$ cat src/rtl/ni_pkg.sv
// Shared types and constants for the network-interface processor port.
// Holds default widths, the TX entry layout and the statistics counter width.
package ni_pkg;

  localparam int DATA_W_DEF = 32;
  localparam int DEST_W_DEF = 2;
  localparam int CNT_W      = 16;

  typedef struct packed {
    logic [DEST_W_DEF-1:0] dest;
    logic [DATA_W_DEF-1:0] data;
  } tx_entry_t;

  // Saturating increment for the statistics counters.
  function automatic logic [CNT_W-1:0] sat_inc(input logic [CNT_W-1:0] v);
    return (v == '1) ? v : v + CNT_W'(1);
  endfunction

endpackage

$ cat src/rtl/ni_fifo.sv
// First-word-fall-through FIFO used for both the TX and RX queues of ni_proc_port.
// Push while full and pop while empty are ignored; push and pop may coincide.
module ni_fifo #(
  parameter int WIDTH = 8,
  parameter int DEPTH = 4
) (
  input  logic             clk,
  input  logic             rst_n,
  input  logic             push,
  input  logic [WIDTH-1:0] wdata,
  input  logic             pop,
  output logic [WIDTH-1:0] rdata,
  output logic             empty,
  output logic             full
);

  localparam int PW = $clog2(DEPTH);
  localparam int CW = PW + 1;

  logic [WIDTH-1:0] mem [DEPTH];
  logic [PW-1:0]    wr_ptr;
  logic [PW-1:0]    rd_ptr;
  logic [CW-1:0]    count;
  logic             do_push;
  logic             do_pop;

  assign empty   = (count == '0);
  assign full    = (count == CW'(DEPTH));
  assign do_push = push && !full;
  assign do_pop  = pop && !empty;
  assign rdata   = mem[rd_ptr];

  // NOTE: storage has no reset; clearing the pointers and count already discards its contents.
  always_ff @(posedge clk) begin
    if (do_push) mem[wr_ptr] <= wdata;
  end

  // NOTE: sequential state uses non-blocking assignments so every flop samples pre-edge values.
  always_ff @(posedge clk or negedge rst_n) begin
    if (!rst_n) begin
      wr_ptr <= '0;
      rd_ptr <= '0;
      count  <= '0;
    end else begin
      if (do_push) wr_ptr <= wr_ptr + PW'(1);
      if (do_pop)  rd_ptr <= rd_ptr + PW'(1);
      case ({do_push, do_pop})
        2'b10:   count <= count + CW'(1);
        2'b01:   count <= count - CW'(1);
        default: count <= count;
      endcase
    end
  end

endmodule

$ cat src/rtl/ni_proc_port.sv
// Processor-side network interface: TX FIFO toward the router, RX FIFO toward the
// processor, local loopback for self-addressed words. Optional NI_STATS_EN adds counters.
module ni_proc_port
  import ni_pkg::*;
#(
  parameter int DATA_W   = DATA_W_DEF,
  parameter int DEST_W   = DEST_W_DEF,
  parameter int TX_DEPTH = 4,
  parameter int RX_DEPTH = 4,
  parameter int NODE_ID  = 0
) (
  input  logic              clk,
  input  logic              rst,
  input  logic              proc_valid_E,
  input  logic [DEST_W-1:0] dest_add_E,
  input  logic [DATA_W-1:0] NI_in,
  output logic              tx_stall,
  output logic              flit_valid,
  output logic [DEST_W-1:0] flit_dest,
  output logic [DATA_W-1:0] flit_data,
  input  logic              flit_ready,
  input  logic              net_valid,
  input  logic [DATA_W-1:0] net_data,
  output logic              net_ready,
  output logic              data_valid,
  output logic [DATA_W-1:0] wd_NI,
  input  logic              proc_ready_in_E,
  output logic [CNT_W-1:0]  tx_sent_cnt,
  output logic [CNT_W-1:0]  rx_recv_cnt
);

  typedef struct packed {
    logic [DEST_W-1:0] dest;
    logic [DATA_W-1:0] data;
  } tx_word_t;

  tx_word_t          tx_wdata;
  tx_word_t          tx_head;
  logic              tx_empty, tx_full, tx_push, tx_pop;
  logic [DATA_W-1:0] rx_head, rx_wdata;
  logic              rx_empty, rx_full, rx_push, rx_pop;
  logic              rx_en_q;
  logic              head_local, net_push, loop_push, flit_fire;

  assign tx_wdata = tx_word_t'{dest: dest_add_E, data: NI_in};
  assign tx_push  = proc_valid_E && !tx_full;
  assign tx_stall = tx_full;

  // Receive enable comes up one edge after reset release.
  always_ff @(posedge clk or negedge rst) begin
    if (!rst) rx_en_q <= 1'b0;
    else      rx_en_q <= 1'b1;
  end

  // Routing decisions: network delivery beats loopback for the single RX write port.
  // NOTE: every always_comb output gets a default first so no latch is inferred.
  always_comb begin
    head_local = 1'b0;
    flit_valid = 1'b0;
    net_ready  = 1'b0;
    net_push   = 1'b0;
    loop_push  = 1'b0;
    flit_fire  = 1'b0;
    if (!tx_empty) begin
      head_local = (tx_head.dest == DEST_W'(NODE_ID));
      flit_valid = !head_local;
    end
    net_ready = rx_en_q && !rx_full;
    net_push  = net_valid && net_ready;
    loop_push = head_local && !rx_full && !net_push;
    flit_fire = flit_valid && flit_ready;
  end

  assign tx_pop   = flit_fire || loop_push;
  assign rx_push  = net_push || loop_push;
  assign rx_wdata = net_push ? net_data : tx_head.data;

  assign flit_dest  = flit_valid ? tx_head.dest : '0;
  assign flit_data  = flit_valid ? tx_head.data : '0;
  assign data_valid = !rx_empty;
  assign wd_NI      = data_valid ? rx_head : '0;
  assign rx_pop     = proc_ready_in_E && data_valid;

  ni_fifo #(.WIDTH(DEST_W + DATA_W), .DEPTH(TX_DEPTH)) u_tx_fifo (
    .clk   (clk),
    .rst_n (rst),
    .push  (tx_push),
    .wdata (tx_wdata),
    .pop   (tx_pop),
    .rdata (tx_head),
    .empty (tx_empty),
    .full  (tx_full)
  );

  ni_fifo #(.WIDTH(DATA_W), .DEPTH(RX_DEPTH)) u_rx_fifo (
    .clk   (clk),
    .rst_n (rst),
    .push  (rx_push),
    .wdata (rx_wdata),
    .pop   (rx_pop),
    .rdata (rx_head),
    .empty (rx_empty),
    .full  (rx_full)
  );

`ifdef NI_STATS_EN
  logic [CNT_W-1:0] tx_cnt_q, rx_cnt_q;

  always_ff @(posedge clk or negedge rst) begin
    if (!rst) begin
      tx_cnt_q <= '0;
      rx_cnt_q <= '0;
    end else begin
      if (flit_fire) tx_cnt_q <= sat_inc(tx_cnt_q);
      if (rx_push)   rx_cnt_q <= sat_inc(rx_cnt_q);
    end
  end

  assign tx_sent_cnt = tx_cnt_q;
  assign rx_recv_cnt = rx_cnt_q;
`else
  assign tx_sent_cnt = '0;
  assign rx_recv_cnt = '0;
`endif

endmodule

$ cat config.mk
export PLATFORM = sky130hd
export DESIGN_NAME = ni_proc_port
export DESIGN_NICKNAME = d
export VERILOG_FILES = /design/src/rtl/ni_pkg.sv /design/src/rtl/ni_fifo.sv /design/src/rtl/ni_proc_port.sv
export SDC_FILE = /design/constraint.sdc
export NUM_CORES = 1
export LEC_CHECK = 0
export BUFFER_PORTS_ARGS = -buffer_cell sky130_fd_sc_hd__buf_2
export CAP_MARGIN = 0
export CELL_PAD_IN_SITES_DETAIL_PLACEMENT = 1
export CELL_PAD_IN_SITES_GLOBAL_PLACEMENT = 1
export CORE_MARGIN = 2
export CORE_UTILIZATION = 42
export CTS_BUF_LIST = sky130_fd_sc_hd__clkbuf_4
export DETAILED_ROUTE_END_ITERATION = 7
export GPL_TIMING_DRIVEN = 0
export MAX_ROUTING_LAYER = met4
export PLACE_DENSITY_LB_ADDON = 0.1
export SYNTH_ARGS = -nofsm -noshare
export SYNTH_HDL_FRONTEND = slang
export SYNTH_HIERARCHICAL = 1
export SYNTH_SLANG_ARGS = --single-unit
$ cat constraint.sdc
create_clock -name clk -period 9 [get_ports clk]
set_input_delay 0.9 -clock clk [delete_from_list [all_inputs] [get_ports clk]]
set_output_delay 0.9 -clock clk [all_outputs]
set_load 0.02 [all_outputs]
* Word level (Yosys, flattened, before mapping) *
Memory sizes are Yosys's and may differ from the RTL's.
Index checks and enable logic that the tools add are counted.

storage, ports and cells
  memory bits (writable) = 264
  bits in registers = 15
  word-level logic and storage cells = 59
  output and inout bits = 102
  bits of input ports = 72
  memories kept = 2

memories
  memory         words  bits a word  read ports  clocked after memory_dff  write ports  line           text
  u_tx_fifo.mem  4      34           1           0                         1            ni_fifo.sv:20  logic [WIDTH-1:0] mem [DEPTH];
  u_rx_fifo.mem  4      32           1           0                         1            ni_fifo.sv:20

operators by class
  add/subtract/negate cells = 8
  eq/ne operators = 6
  mux-type cells = 12
  reductions and logical operators = 24

operators with widths
  operator                                          count
  two-way mux 32 bit                                3
  one-hot mux 3 bit (2 select lines)                2
  logical AND 1 bit                                 11
  adder 2 x 1 -> 2 bit, second input constant       4
  adder 3 x 1 -> 3 bit, second input constant       2
  == test 3 bit, second input constant              2
  zero test 1 bit                                   6
  zero test 3 bit                                   2
  two-way mux 1 bit                                 6
  subtractor 3 x 1 -> 3 bit, second input constant  2
  == test 2 x 1 -> 1 bit, second input constant     2
  == test 2 bit, second input constant              2
  nonzero test 2 bit                                2
  zero test 2 bit                                   1
  logical OR 1 bit                                  2
  two-way mux 2 bit                                 1

* Longest topological paths before layout *
  depth after elaboration = 10
  depth in mapped cells = 12
  depth with buffers taken out = 11

* Hierarchy *
Netlist, hierarchy kept.

modules (own cells, without submodules)
  module                instances  area an instance (µm²)  cells an instance
  ni_fifo at u_tx_fifo  1          5,385.2                 215
  ni_fifo at u_rx_fifo  1          5,091.1                 205
  ni_proc_port          1          1,295.0                 152

* Least setup slack after synthesis *
Ideal clock, no wire load.

  path kind = flip-flop to flip-flop
  from = register u_tx_fifo.rd_ptr[0]
  to = memory u_rx_fifo/mem[0][0] (netlist name) (enable)
  data arrival time = 2,585 ps
  setup time = 392 ps
  setup slack = 6,023 ps
  cell stages (with the launch flop) = 7
  period minus slack after synthesis = 2,977 ps
  buffers on the path = 2
  path through = dfrtp_1 -> buf_6 -> buf_12 -> mux4_2 -> o41ai_1 -> nor2b_2 -> and2_1

RTL lines
  item                      line           text
  start: declaration        ni_fifo.sv:22  logic [PW-1:0] rd_ptr;
  start signal: assignment  ni_fifo.sv:46  if (do_pop) rd_ptr <= rd_ptr + PW'(1);
  end: declaration          ni_fifo.sv:20

==> reports/results.md <==
| Item | Reported | Unit |
|:---|:---|:---|
| Total number of vias | 5,893 | - |
| Least-Margin Pin Slew | 0.9997 | ns |
| Max Clk Rate | 272.8 | MHz |
| TritonCTS clock tree | done | - |
| ANT nets after route | 0 | - |
| Cell taking the most area after synthesis | edfxtp_1 | - |
| Max Slew Vio Count | 0 | - |
| CP arrival | 2.77 | ns |
| Total of max-cap violations | 0 | - |
| Pleak | 5.329 | nW |
| Class of the worst hold path | primary input to asynchronous set/reset pin | - |
| Startpoint-to-endpoint class of the critical path | flop to output port | - |
| Most instantiated library cell after synthesis | edfxtp_1 | - |
| Average via count per standard cell | 4.726 | - |
| Fraction of the yosys area taken by sequential cells | 0.7054 | - |
| Summed negative setup slack over all endpoints | 0 | ns |
| I/O Buffers | 141 | - |
| Number of warning messages in the yosys log | 6 | - |
| Final Total Pwr | 5.228 | mW |
| Routed WL per cell | 19.42 | um |
| Wire length of the first global-routing pass | 36,000 | um |
| Area taken by multi-input logic gates | 3067 | um2 |
| Clock-pin transition on the worst setup and hold timing paths | 0.06 | ns |
| Synthesized cell area | 11,770 | um2 |
| Average cell area after synthesis | 20.58 | um2 |
| Total congestion overflow after global routing | 0 | - |
| Share of layout cells above drive strength 1 | 0.4728 | - |
| RSZ-0062 raised after global routing | no | - |
| Register area | 8303 | um2 |
| Number of antenna violations at the first check in global routing | 5 | - |
| Register-to-register path setup slack | 5.72 | ns |
| Clk root buf | clkbuf_4 | - |
| Cell area reported after detailed placement | 13,200 | um2 |
| Number of DRC violations after detailed-routing iteration 0 | 292 | - |
| Cts hold-fix bufs | 0 | - |
| Detailed-placement wirelength estimate | 17,050 | um |
| Routability congestion estimate from global placement | 0.7631 | - |
| Top cells by count, synth | 264 x edfxtp_1, 56 x mux4_2, 40 x and2_1 | - |
| Worst setup skew after layout | 0.02931 | ns |
| CTS sink cnt | 279 | - |
| Area inside the core boundary | 27,710 | um2 |
| Kind of capture point of the worst setup path | output port | - |
| Number of enable flip-flop cells after synthesis | 264 | - |
| Prevailing post-synth register cell | edfxtp_1 | - |
| Kind of launch point of the worst setup path | flop | - |
| Reg2reg end | u_rx_fifo/mem[1][1] | - |
| Power density of the placed cells | 372.4 | nW/um2 |
| Router iterations before antenna repair | 6 | - |
| Die area | 29,380 | um2 |
| Clock buffer depth | 3 | - |
| Post-Route WL | 24,220 | um |
| Number of remaining DRC errors | 0 | - |
| Net count reported at finish | 906 | - |
| Chip width | 171.4 | um |
| Worst-case vdd ir drop | 0.1801 | mV |
| Top-Level Pins | 174 | - |
| Async set-or-reset flop fraction in the synthesized netlist | 0.05376 | - |
| WP data required | 8.10 | ns |
| Area growth syn-to-layout | 19.27 | % |
| Final hold violations | 0 | - |
| Number of buffers inserted by post-CTS setup repair | 0 | - |
| R2R depth | 6 | - |
| Global-route total usage across every layer | 0.1733 | - |
| Period minus WS final | 3.665 | ns |
| CTS HTree Levels | 3 | - |
| Fin crit share | 0.4072 | - |
| Cts bufs inserted | 70 | - |
| Result of the run | complete, no violations | - |
| Reg-to-Reg Start | u_tx_fifo/rd_ptr[1] | - |
| Final setup violation count | 0 | - |
| Count of standard-cell rows | 61 | - |
| Count of distinct cell types in the synthesized netlist | 32 | - |
| Starting density of the core | 0.4249 | - |
| Largest cells by area after synthesis | edfxtp_1 67%, mux4_2 11%, mux2_4 3.7% | - |
| Number of global-route vias before repair | 6,337 | - |
| Share of Yosys cell area claimed by the top area cell type | 0.6735 | - |
| Number of synthesized register bits | 279 | - |
| Final standard cell area without fillers | 14,040 | um2 |
| Vertical extent of the die | 171.4 | um |
| Post-Synthesis Cells | 572 | - |
| Relative max-transition margin | 0.3284 | - |
| Clock latency at the later pin of the worst-skew pair | 0.63 | ns |
| Maximum fanout along the worst path | 10 | - |
| Core utilization of the finished layout | 0.5068 | - |
| Count of filler cells inserted in the layout | 2,693 | - |
| CTS resizes | 0 | - |
| Pin count of the biggest net entering global routing | 33 | - |
[sequential cells by signal (all words and copies together) (netlist names)]
name	cells
u_tx_fifo/count	3
u_rx_fifo/wr_ptr	2
u_rx_fifo/count	3
u_rx_fifo/mem	128
u_tx_fifo/wr_ptr	2
u_tx_fifo/mem	136
u_tx_fifo/rd_ptr	2
u_rx_fifo/rd_ptr	2
rx_en_q	1
[where the power goes]
group / switching, mW / internal (mW)
Combinational: 1.30 / 0.968
Clock: 0.459 / 0.535
Sequential: 0.0848 / 1.88
Total: 1.85 / 3.38
[cell usage in the layout, fill, tap and decap left out, types with 3 or more instances in the layout]
cell,count
and2_1,32
and2_2,8
buf_12,12
buf_2,149
buf_4,32
buf_6,5
clkbuf_1,6
clkbuf_4,100
clkinv_1,7
conb_1,33
dfrtp_1,15
diode_2,6
edfxtp_1,264
ha_1,10
inv_1,13
inv_2,3
mux2_2,5
mux2_4,29
mux4_1,10
mux4_2,56
nor2b_1,37
xnor2_1,6
xor2_1,6
[worst max path at each step]
stage                   startpoint              endpoint  cells after the start
2_1_floorplan  u_tx_fifo/rd_ptr[0]   u_rx_fifo/mem[0][0]                      6
3_3_place_gp   u_tx_fifo/rd_ptr[0]  u_rx_fifo/mem[2][11]                      6
3_5_place_dp   u_tx_fifo/rd_ptr[0]    u_tx_fifo/count[2]                     11
4_1_cts         u_rx_fifo/count[0]              wd_NI[0]                      4
5_1_grt         u_rx_fifo/count[0]              wd_NI[0]                      4
6_report       u_tx_fifo/rd_ptr[1]         flit_data[17]                      7
[kinds of logic (layout without fill, tap and decap cells)]
| logic type | count (synthesis) | in the layout | synth area share |
|---|---|---|---|
| AO/OA/AOI/OAI | 7 | 7 | 0.004889 |
| XOR/XNOR | 12 | 12 | 0.008929 |
| multiplexers | 102 | 102 | 0.1729 |
| flip-flops | 279 | 279 | 0.7054 |
| other | 2 | 39 | 0.0006380 |
| AND/OR/NAND/NOR | 88 | 88 | 0.04836 |
| adder cells (fa/ha/maj) | 12 | 12 | 0.01403 |
| buffers and inverters | 70 | 330 | 0.04486 |
[critical path, cell delays in order, from the launching register on]
cell,delay (ns)
dfrtp_1,0.33
buf_2,0.19
buf_2,0.32
mux4_2,0.41
o21ba_2,0.28
clkbuf_1,0.21
and2_1,0.23
buf_2,0.16
[metal layers]
| metal | track usage | routed length, um |
|---|---|---|
| met2 | 0.2849 | 12660 |
| met3 | 0.04648 | 1365 |
| met4 | 0.06817 | 430 |
| met1 | 0.2047 | 9759 |
| met5 | - | 0 |
[metrics by stage]
step / setup slack (ns) / hold slack (ns) / instances
floorplan: 6.023 / 0.4756 / 603
global placement: 5.189 / 0.4910 / 1122
detailed placement: 5.717 / 0.5164 / 1128
CTS: 5.216 / 0.1450 / 1241
global route: 5.075 / 0.1578 / 1246
finish: 5.335 / 0.2024 / 1247
[area by class of cell]
cell class,count,share of cell area
clock inverter,13,0.005525
sequential,279,0.5914
tap,378,0.03369
inverter,13,0.003476
timing repair buffer,147,0.05882
multi-input combinational,254,0.2184
clock buffer,100,0.05347
buffer,57,0.03413
antenna,6,0.001069
Note: power is estimated with default switching activity, not from simulation.
